File: src/rtl/dbus_fifo_pkg.sv
// Shared register map for the data-bus FIFO responder: window offsets,
// STATUS layout, CONTROL bit positions and the default window base.
// Latency: n/a (definitions only). Backpressure: n/a.
package dbus_fifo_pkg;

    localparam logic [31:0] DEFAULT_BASE_ADDR = 32'hFF20_0000;

    // Register selected by address bits [3:2] inside the 16-byte window.
    typedef enum logic [1:0] {
        REG_TXDATA  = 2'd0,   // offset 0x0, write-only
        REG_RXDATA  = 2'd1,   // offset 0x4, read-only (pops RX)
        REG_STATUS  = 2'd2,   // offset 0x8, read-only
        REG_CONTROL = 2'd3    // offset 0xC, write-only
    } reg_sel_e;

    // Count fields are 5 bits wide so DEPTH=16 (count 0..16) fits.
    localparam int CNT_W = 5;

    // STATUS register, MSB first; field order fixes the bit positions:
    // [4:0] tx_count, [9:5] rx_count, [10] tx_full, [11] tx_empty,
    // [12] tx_overflow, [13] rx_underflow, [14] rx_full, [15] rx_empty,
    // [16] irq_en, [31:17] zero.
    typedef struct packed {
        logic [14:0]      rsvd;
        logic             irq_en;
        logic             rx_empty;
        logic             rx_full;
        logic             rx_underflow;
        logic             tx_overflow;
        logic             tx_empty;
        logic             tx_full;
        logic [CNT_W-1:0] rx_count;
        logic [CNT_W-1:0] tx_count;
    } status_t;

    // CONTROL write bits; any combination may be set in one write.
    localparam int CT_FLUSH_TX   = 0;
    localparam int CT_FLUSH_RX   = 1;
    localparam int CT_IRQ_EN     = 2;
    localparam int CT_CLR_STICKY = 3;

endpackage

File: src/rtl/sync_fifo.sv
// Single-clock FIFO with synchronous flush; head is a combinational view of the oldest entry.
// Latency: a push is visible at head one edge later; pop/push/flush take effect at the edge.
// Backpressure: push ignored while full (pre-edge), pop ignored while empty; flush beats both.
// Ports: clk, rst (sync active-high), push/wr_data, pop, flush, full, empty, count, head.
module sync_fifo #(
    parameter int WIDTH = 32,
    parameter int DEPTH = 8,
    parameter int CW    = $clog2(DEPTH) + 1
) (
    input  logic             clk,
    input  logic             rst,
    input  logic             push,
    input  logic [WIDTH-1:0] wr_data,
    input  logic             pop,
    input  logic             flush,
    output logic             full,
    output logic             empty,
    output logic [CW-1:0]    count,
    output logic [WIDTH-1:0] head
);

    localparam int AW = $clog2(DEPTH);

    logic [WIDTH-1:0] mem [DEPTH];
    logic [AW-1:0]    wr_ptr;
    logic [AW-1:0]    rd_ptr;
    logic             do_push;
    logic             do_pop;

    assign full    = (count == CW'(DEPTH));
    assign empty   = (count == '0);
    assign head    = mem[rd_ptr];
    // Both qualifiers use pre-edge state: a pop on a full FIFO does not
    // make room for a push on the same edge.
    assign do_push = push && !full;
    assign do_pop  = pop && !empty;

    // Storage is not reset; only the pointers and count define contents.
    always_ff @(posedge clk) begin
        if (do_push) begin
            mem[wr_ptr] <= wr_data;
        end
    end

    // DEPTH is a power of two, so the pointers wrap by natural overflow.
    always_ff @(posedge clk) begin
        if (rst || flush) begin
            wr_ptr <= '0;
            rd_ptr <= '0;
            count  <= '0;
        end else begin
            if (do_push) begin
                wr_ptr <= wr_ptr + AW'(1);
            end
            if (do_pop) begin
                rd_ptr <= rd_ptr + AW'(1);
            end
            case ({do_push, do_pop})
                2'b10:   count <= count + CW'(1);
                2'b01:   count <= count - CW'(1);
                default: count <= count;
            endcase
        end
    end

endmodule

File: src/rtl/dbus_fifo_responder.sv
// Memory-mapped TX/RX FIFO pair on the CPU data bus, bridging to valid/ready streams.
// Latency: zero-wait-state reads (combinational DwReadData); writes and stream transfers act at the edge.
// Backpressure: TX writes while full are dropped (tx_overflow); RX reads while empty return 0 (rx_underflow); oRxReady=!rx_full.
// Ports: iCLK/iRST (sync active-high), Dw* data-bus slave, oTx*/iTxReady TX stream, iRx*/oRxReady RX stream,
// oIRQ only when DBUS_FIFO_IRQ_EN is defined (default build has no interrupt and STATUS[16] reads 0).
module dbus_fifo_responder
    import dbus_fifo_pkg::*;
#(
    parameter logic [31:0] BASE_ADDR = DEFAULT_BASE_ADDR,
    parameter int          DEPTH     = 8
) (
    input  logic        iCLK,
    input  logic        iRST,
    input  logic        DwReadEnable,
    input  logic        DwWriteEnable,
    input  logic [3:0]  DwByteEnable,
    input  logic [31:0] DwAddress,
    input  logic [31:0] DwWriteData,
    output logic [31:0] DwReadData,
    output logic        oTxValid,
    output logic [31:0] oTxData,
    input  logic        iTxReady,
    input  logic        iRxValid,
    input  logic [31:0] iRxData,
    output logic        oRxReady
`ifdef DBUS_FIFO_IRQ_EN
    ,
    output logic        oIRQ
`endif
);

    localparam int CW = $clog2(DEPTH) + 1;

    // Address decode
    logic     sel;
    reg_sel_e reg_sel;
    logic     full_wr;
    logic     tx_wr;
    logic     ctl_wr;
    logic     rx_rd;
    logic     unused_addr_lsbs;

    assign sel              = (DwAddress[31:4] == BASE_ADDR[31:4]);
    assign reg_sel          = reg_sel_e'(DwAddress[3:2]);
    // Only full-word writes have any effect.
    assign full_wr          = DwWriteEnable && sel && (DwByteEnable == 4'b1111);
    assign tx_wr            = full_wr && (reg_sel == REG_TXDATA);
    assign ctl_wr           = full_wr && (reg_sel == REG_CONTROL);
    assign rx_rd            = DwReadEnable && sel && (reg_sel == REG_RXDATA);
    assign unused_addr_lsbs = ^DwAddress[1:0];

    // FIFOs
    logic          tx_full, tx_empty, rx_full, rx_empty;
    logic [CW-1:0] tx_count, rx_count;
    logic [31:0]   rx_head;

    sync_fifo #(
        .WIDTH (32),
        .DEPTH (DEPTH)
    ) u_tx_fifo (
        .clk     (iCLK),
        .rst     (iRST),
        .push    (tx_wr),
        .wr_data (DwWriteData),
        .pop     (oTxValid && iTxReady),
        .flush   (ctl_wr && DwWriteData[CT_FLUSH_TX]),
        .full    (tx_full),
        .empty   (tx_empty),
        .count   (tx_count),
        .head    (oTxData)
    );

    sync_fifo #(
        .WIDTH (32),
        .DEPTH (DEPTH)
    ) u_rx_fifo (
        .clk     (iCLK),
        .rst     (iRST),
        .push    (iRxValid && oRxReady),
        .wr_data (iRxData),
        .pop     (rx_rd),
        .flush   (ctl_wr && DwWriteData[CT_FLUSH_RX]),
        .full    (rx_full),
        .empty   (rx_empty),
        .count   (rx_count),
        .head    (rx_head)
    );

    assign oTxValid = !tx_empty;
    assign oRxReady = !rx_full;

    // Sticky error flags. A clear and a new error on the same edge leave
    // the flag set so the new error is not lost.
    logic tx_overflow;
    logic rx_underflow;

    always_ff @(posedge iCLK) begin
        if (iRST) begin
            tx_overflow  <= 1'b0;
            rx_underflow <= 1'b0;
        end else begin
            if (ctl_wr && DwWriteData[CT_CLR_STICKY]) begin
                tx_overflow  <= 1'b0;
                rx_underflow <= 1'b0;
            end
            if (tx_wr && tx_full) begin
                tx_overflow <= 1'b1;
            end
            if (rx_rd && rx_empty) begin
                rx_underflow <= 1'b1;
            end
        end
    end

    // Interrupt
    logic irq_en;

`ifdef DBUS_FIFO_IRQ_EN
    // oIRQ is registered from the current flag values, so it follows its
    // cause by one edge.
    always_ff @(posedge iCLK) begin
        if (iRST) begin
            irq_en <= 1'b0;
            oIRQ   <= 1'b0;
        end else begin
            if (ctl_wr) begin
                irq_en <= DwWriteData[CT_IRQ_EN];
            end
            oIRQ <= irq_en && (!rx_empty || tx_overflow);
        end
    end
`else
    assign irq_en = 1'b0;
`endif

    // Read mux
    status_t status;

    always_comb begin
        status              = '0;
        status.tx_count     = CNT_W'(tx_count);
        status.rx_count     = CNT_W'(rx_count);
        status.tx_full      = tx_full;
        status.tx_empty     = tx_empty;
        status.tx_overflow  = tx_overflow;
        status.rx_underflow = rx_underflow;
        status.rx_full      = rx_full;
        status.rx_empty     = rx_empty;
        status.irq_en       = irq_en;
    end

    always_comb begin
        DwReadData = 32'h0;
        if (DwReadEnable && sel) begin
            case (reg_sel)
                REG_RXDATA: DwReadData = rx_empty ? 32'h0 : rx_head;
                REG_STATUS: DwReadData = status;
                default:    DwReadData = 32'h0;
            endcase
        end
    end

endmodule

File: config.mk
export PLATFORM = sky130hd
export DESIGN_NAME = dbus_fifo_responder
export DESIGN_NICKNAME = d
export VERILOG_FILES = /design/src/rtl/dbus_fifo_pkg.sv /design/src/rtl/sync_fifo.sv /design/src/rtl/dbus_fifo_responder.sv
export SDC_FILE = /design/constraint.sdc
export NUM_CORES = 1
export LEC_CHECK = 0
export CAP_MARGIN = 20
export CORE_UTILIZATION = 58
export DETAILED_ROUTE_END_ITERATION = 10
export PLACE_DENSITY = 0.87
export SLEW_MARGIN = 10
export SYNTH_ARGS = -nofsm -noshare
export SYNTH_HDL_FRONTEND = slang
export SYNTH_SLANG_ARGS = --single-unit
File: constraint.sdc
create_clock -name iCLK -period 5.9 [get_ports iCLK]
set_input_delay 1.18 -clock iCLK [delete_from_list [all_inputs] [get_ports iCLK]]
set_output_delay 1.18 -clock iCLK [all_outputs]
set_load 0.02 [all_outputs]
==> impl_metrics.csv <==
group,metric,value,unit
synth,synth.area.top_cells,"edfxtp_1, mux4_2, dfxtp_1",
status,status,"finished, violations left",
grt,grt_pass1_vias,10860,
detailed_routing,first_pass_iters,8,
timing,drv_slew,0,
grt,grt-ovfl-total,0,
final_layout,final-seq-area,15950,um2
detailed_routing,viasPerCell,6.039,
detailed_routing,routed-via-count,10310,
clock_tree,cts_tree,"done",
synth,postSynth.asyncResetShare,0,
worst_hold_path,hp-class,"flip-flop to flip-flop",
timing,tightest_slew,0.9218,ns
grt,grt_max_degree,65,
final_layout,finish.utilization,0.7047,
synth,synth_cells,999,
worst_setup_path,crit_arrival,4.09,ns
detailed_routing,wl_per_cell,25.19,um
synth,yosysUniqueCellTypes,48,
placement,routabilityCongestion,0.7809,
worst_setup_path,worstReg2RegStart,"u_tx_fifo.count[1]",
timing,finClkSkew,0.01639,ns
worst_setup_path,critPathCaptureType,"output port",
floorplanning,initial_core_util,0.5920,
grt,grt_pass1_wl,63760,um
synth,syn_nets,1119,
pwr,power.switching,1.466,mW
final_layout,multi_input_area,5022,um2
clock_tree,clk_path_buf_depth,3,
detailed_routing,routed_wl,43010,um
worst_setup_path,path_max_fanout,17,
worst_setup_path,r2r-end,"u_tx_fifo.mem[5][22]",
clock_tree,cts.sinks,540,
pwr,p_leak,7.746,nW
synth,yosysTopAreaCell,"edfxtp_1",
synth,syn_area,21110,um2
floorplanning,die-area,37160,um2
timing,holdWs,0.5118,ns
clock_tree,cts_setup_buffers,0,
flow_run,drv_cap,0,
final_layout,nets,1324,
timing,setup_viol,0,
pwr,p_sw_frac,0.1921,
floorplanning,num_rows,69,
grt,grt_use_total,0.2371,
clock_tree,cts-root-buf,"clkbuf_16",
timing,max_clock_freq,189.9,MHz
pwr,clockPowerShare,0.414,
final_layout,drive_above_1_share,0.2389,
clock_tree,cts_resized,0,
timing,layout_min_cycle_time,5.267,ns
worst_setup_path,cp.required,4.72,ns
worst_setup_path,crit_end,"DwReadData[4]",
pwr,p_seq_frac,0.558,
floorplanning,ios,172,
placement,portBuffers,169,
timing,rsz0062_at_grt,"false",
clock_tree,hold_buffers,0,
worst_setup_path,criticalPathCategory,"input port to output port",
detailed_routing,drtIter0Drc,721,
worst_setup_path,reg2reg_depth,6,
clock_tree,cts_made_buffers,51,
synth,synth_seq_cells,540,
floorplanning,core_area,35660,um2
pwr,power.total,7.633,mW
final_layout,syn_to_final_growth,19.03,%
worst_setup_path,r2r_slack,3.01,ns
synth,synth-seq-area-share,0.7549,
synth,synth_edf_count,512,
placement,dp_cells,1612,
floorplanning,die_w,192.8,um
worst_setup_path,cp-start-kind,"input port",
synth,yosysWarnings,0,
worst_setup_path,crit_start,"DwAddress[30]",
pwr,comb_power_share,0.029,
synth,avgSynthCellArea,21.13,um2
clock_tree,clock_latency,0.56,ns
timing,slew_headroom,0.3842,
pwr,p_per_area,303.8,nW/um2
detailed_routing,drc,36,
detailed_routing,ant_nets,0,
placement,dp_hpwl,24710,um
synth,synth.top_cell.area_share,0.7284,
clock_tree,path_clk_slew,0.07,ns
final_layout,final_cells,1707,
floorplanning,die_h,192.8,um
timing,post-route-period-util,0.8927,
clock_tree,htree_levels,2,
grt,grt_antenna_before_repair,3,
timing,finalSetupTns,0,ns
final_layout,num-fill-cells,2057,
pwr,p_int,6.167,mW
synth,synthFlopType,"edfxtp_1",
pwr,peakVddDrop,0.3310,mV
timing,report.final.hold_viol_count,0,
status,violations,"DRC",
## synthesized netlist by cell type, types with 3 or more instances
master	n
edfxtp_1	512
mux4_2	128
nor2_1	64
mux2i_1	36
mux2_2	32
dfxtp_1	28
clkbuf_1	24
a21oi_1	21
buf_2	19
ha_1	14
nand2_1	14
nor2_4	10
xor2_1	9
inv_1	7
o21ai_0	6
xnor2_1	6
nand2b_1	5
nand4_1	5
nor3_1	5
nor4_1	5
buf_1	4
nand3b_1	3
nor2b_1	3
nor3b_1	3
nor4b_1	3
nor4bb_1	3
or3_1	3
## sequential cells by signal, summed over array words and instances, names as in the netlist, named ones only
register,count
rx_underflow,1
tx_overflow,1
u_rx_fifo.count,4
u_rx_fifo.mem,256
u_rx_fifo.rd_ptr,3
u_rx_fifo.wr_ptr,3
u_tx_fifo.count,4
u_tx_fifo.mem,256
u_tx_fifo.rd_ptr,3
u_tx_fifo.wr_ptr,3
## routing by layer
metal	wire length, um	vias to the layer above	track usage
met2	23140	363	0.4276
met4	882	2	0.07177
met5	17	-	0
met1	16270	5341	0.2845
met3	2692	79	0.05055
li1	-	4524	-
## layout make-up
class,instances,area share
clock buffer,70,0.05572
timing repair buffer,201,0.07738
inverter,7,0.001046
clock inverter,22,0.008067
sequential,540,0.6346
tap,461,0.02296
antenna,3,0.0002988
multi-input combinational,403,0.1999
## worst min-delay path by stage
stage	end	depth (start not counted)	start	slack (ns)
6_report	u_rx_fifo.rd_ptr[2]	2	u_rx_fifo.rd_ptr[2]	0.51
5_1_grt	u_rx_fifo.rd_ptr[2]	2	u_rx_fifo.rd_ptr[2]	0.54
4_1_cts	flip-flop	2	u_rx_fifo.rd_ptr[2]	0.51
3_5_place_dp	flip-flop	2	u_rx_fifo.rd_ptr[2]	0.49
3_3_place_gp	flip-flop	2	u_rx_fifo.rd_ptr[2]	0.45
2_1_floorplan	flip-flop	2	u_rx_fifo.rd_ptr[2]	0.45
## per-stage QoR
stage / instance area (um2) / worst slack [ns]
2_1_floorplan: 21110 / 0.3456
3_5_place_dp: 23520 / 0.6539
6_report: 25130 / 0.6333
3_3_place_gp: 23510 / 0.7336
5_1_grt: 25120 / 0.4644
4_1_cts: 25120 / 0.6427
## power groups by stage
stage          logic [mW]  clock network (mW)  registers [mW]
2_1_floorplan      0.0741                   0            4.33
3_3_place_gp        0.206                   0            4.33
3_5_place_dp        0.217                   0            4.34
4_1_cts             0.220                3.20            4.26
5_1_grt             0.235                3.35            4.26
6_report            0.219                3.16            4.26
## critical path, cell delays in order
cell	delay, ns
clkdlybuf4s50_1	0.45
nor4bb_1	0.26
and4_1	0.42
nand4_2	0.36
or2_1	0.33
buf_4	0.25
nor2_1	0.18
clkdlybuf4s50_1	0.63
## placed cells by master, fill, tap and decap left out, types with 4 or more instances in the layout
cell type and n:
nand2_1 14, mux4_2 128, mux2i_1 36, a21oi_1 21
clkbuf_1 16, nand2b_1 5, ha_1 14, edfxtp_1 512
xor2_1 9, nor3_2 4, nor2_1 57, clkinv_2 9
clkdlybuf4s50_1 169, dfxtp_1 23, mux2_2 32, buf_4 31
clkbuf_16 53, inv_1 7, nand4_1 5, nor2_4 17
nor4_1 4, bufinv_16 4, xnor2_1 6, o21ai_0 6
clkinv_1 8
## cells by family (layout without fill, tap and decap cells)
kind of cell,after synthesis,count (layout),synth area share
other cells,0,3,0
mux,196,196,0.1707
flops,540,540,0.7549
simple gates,143,143,0.03841
xor+xnor,15,15,0.006224
fa+ha+maj,14,14,0.008298
buf+inv,56,300,0.01197
compound gates,35,35,0.009484
Note: power is estimated with default switching activity, not from simulation.
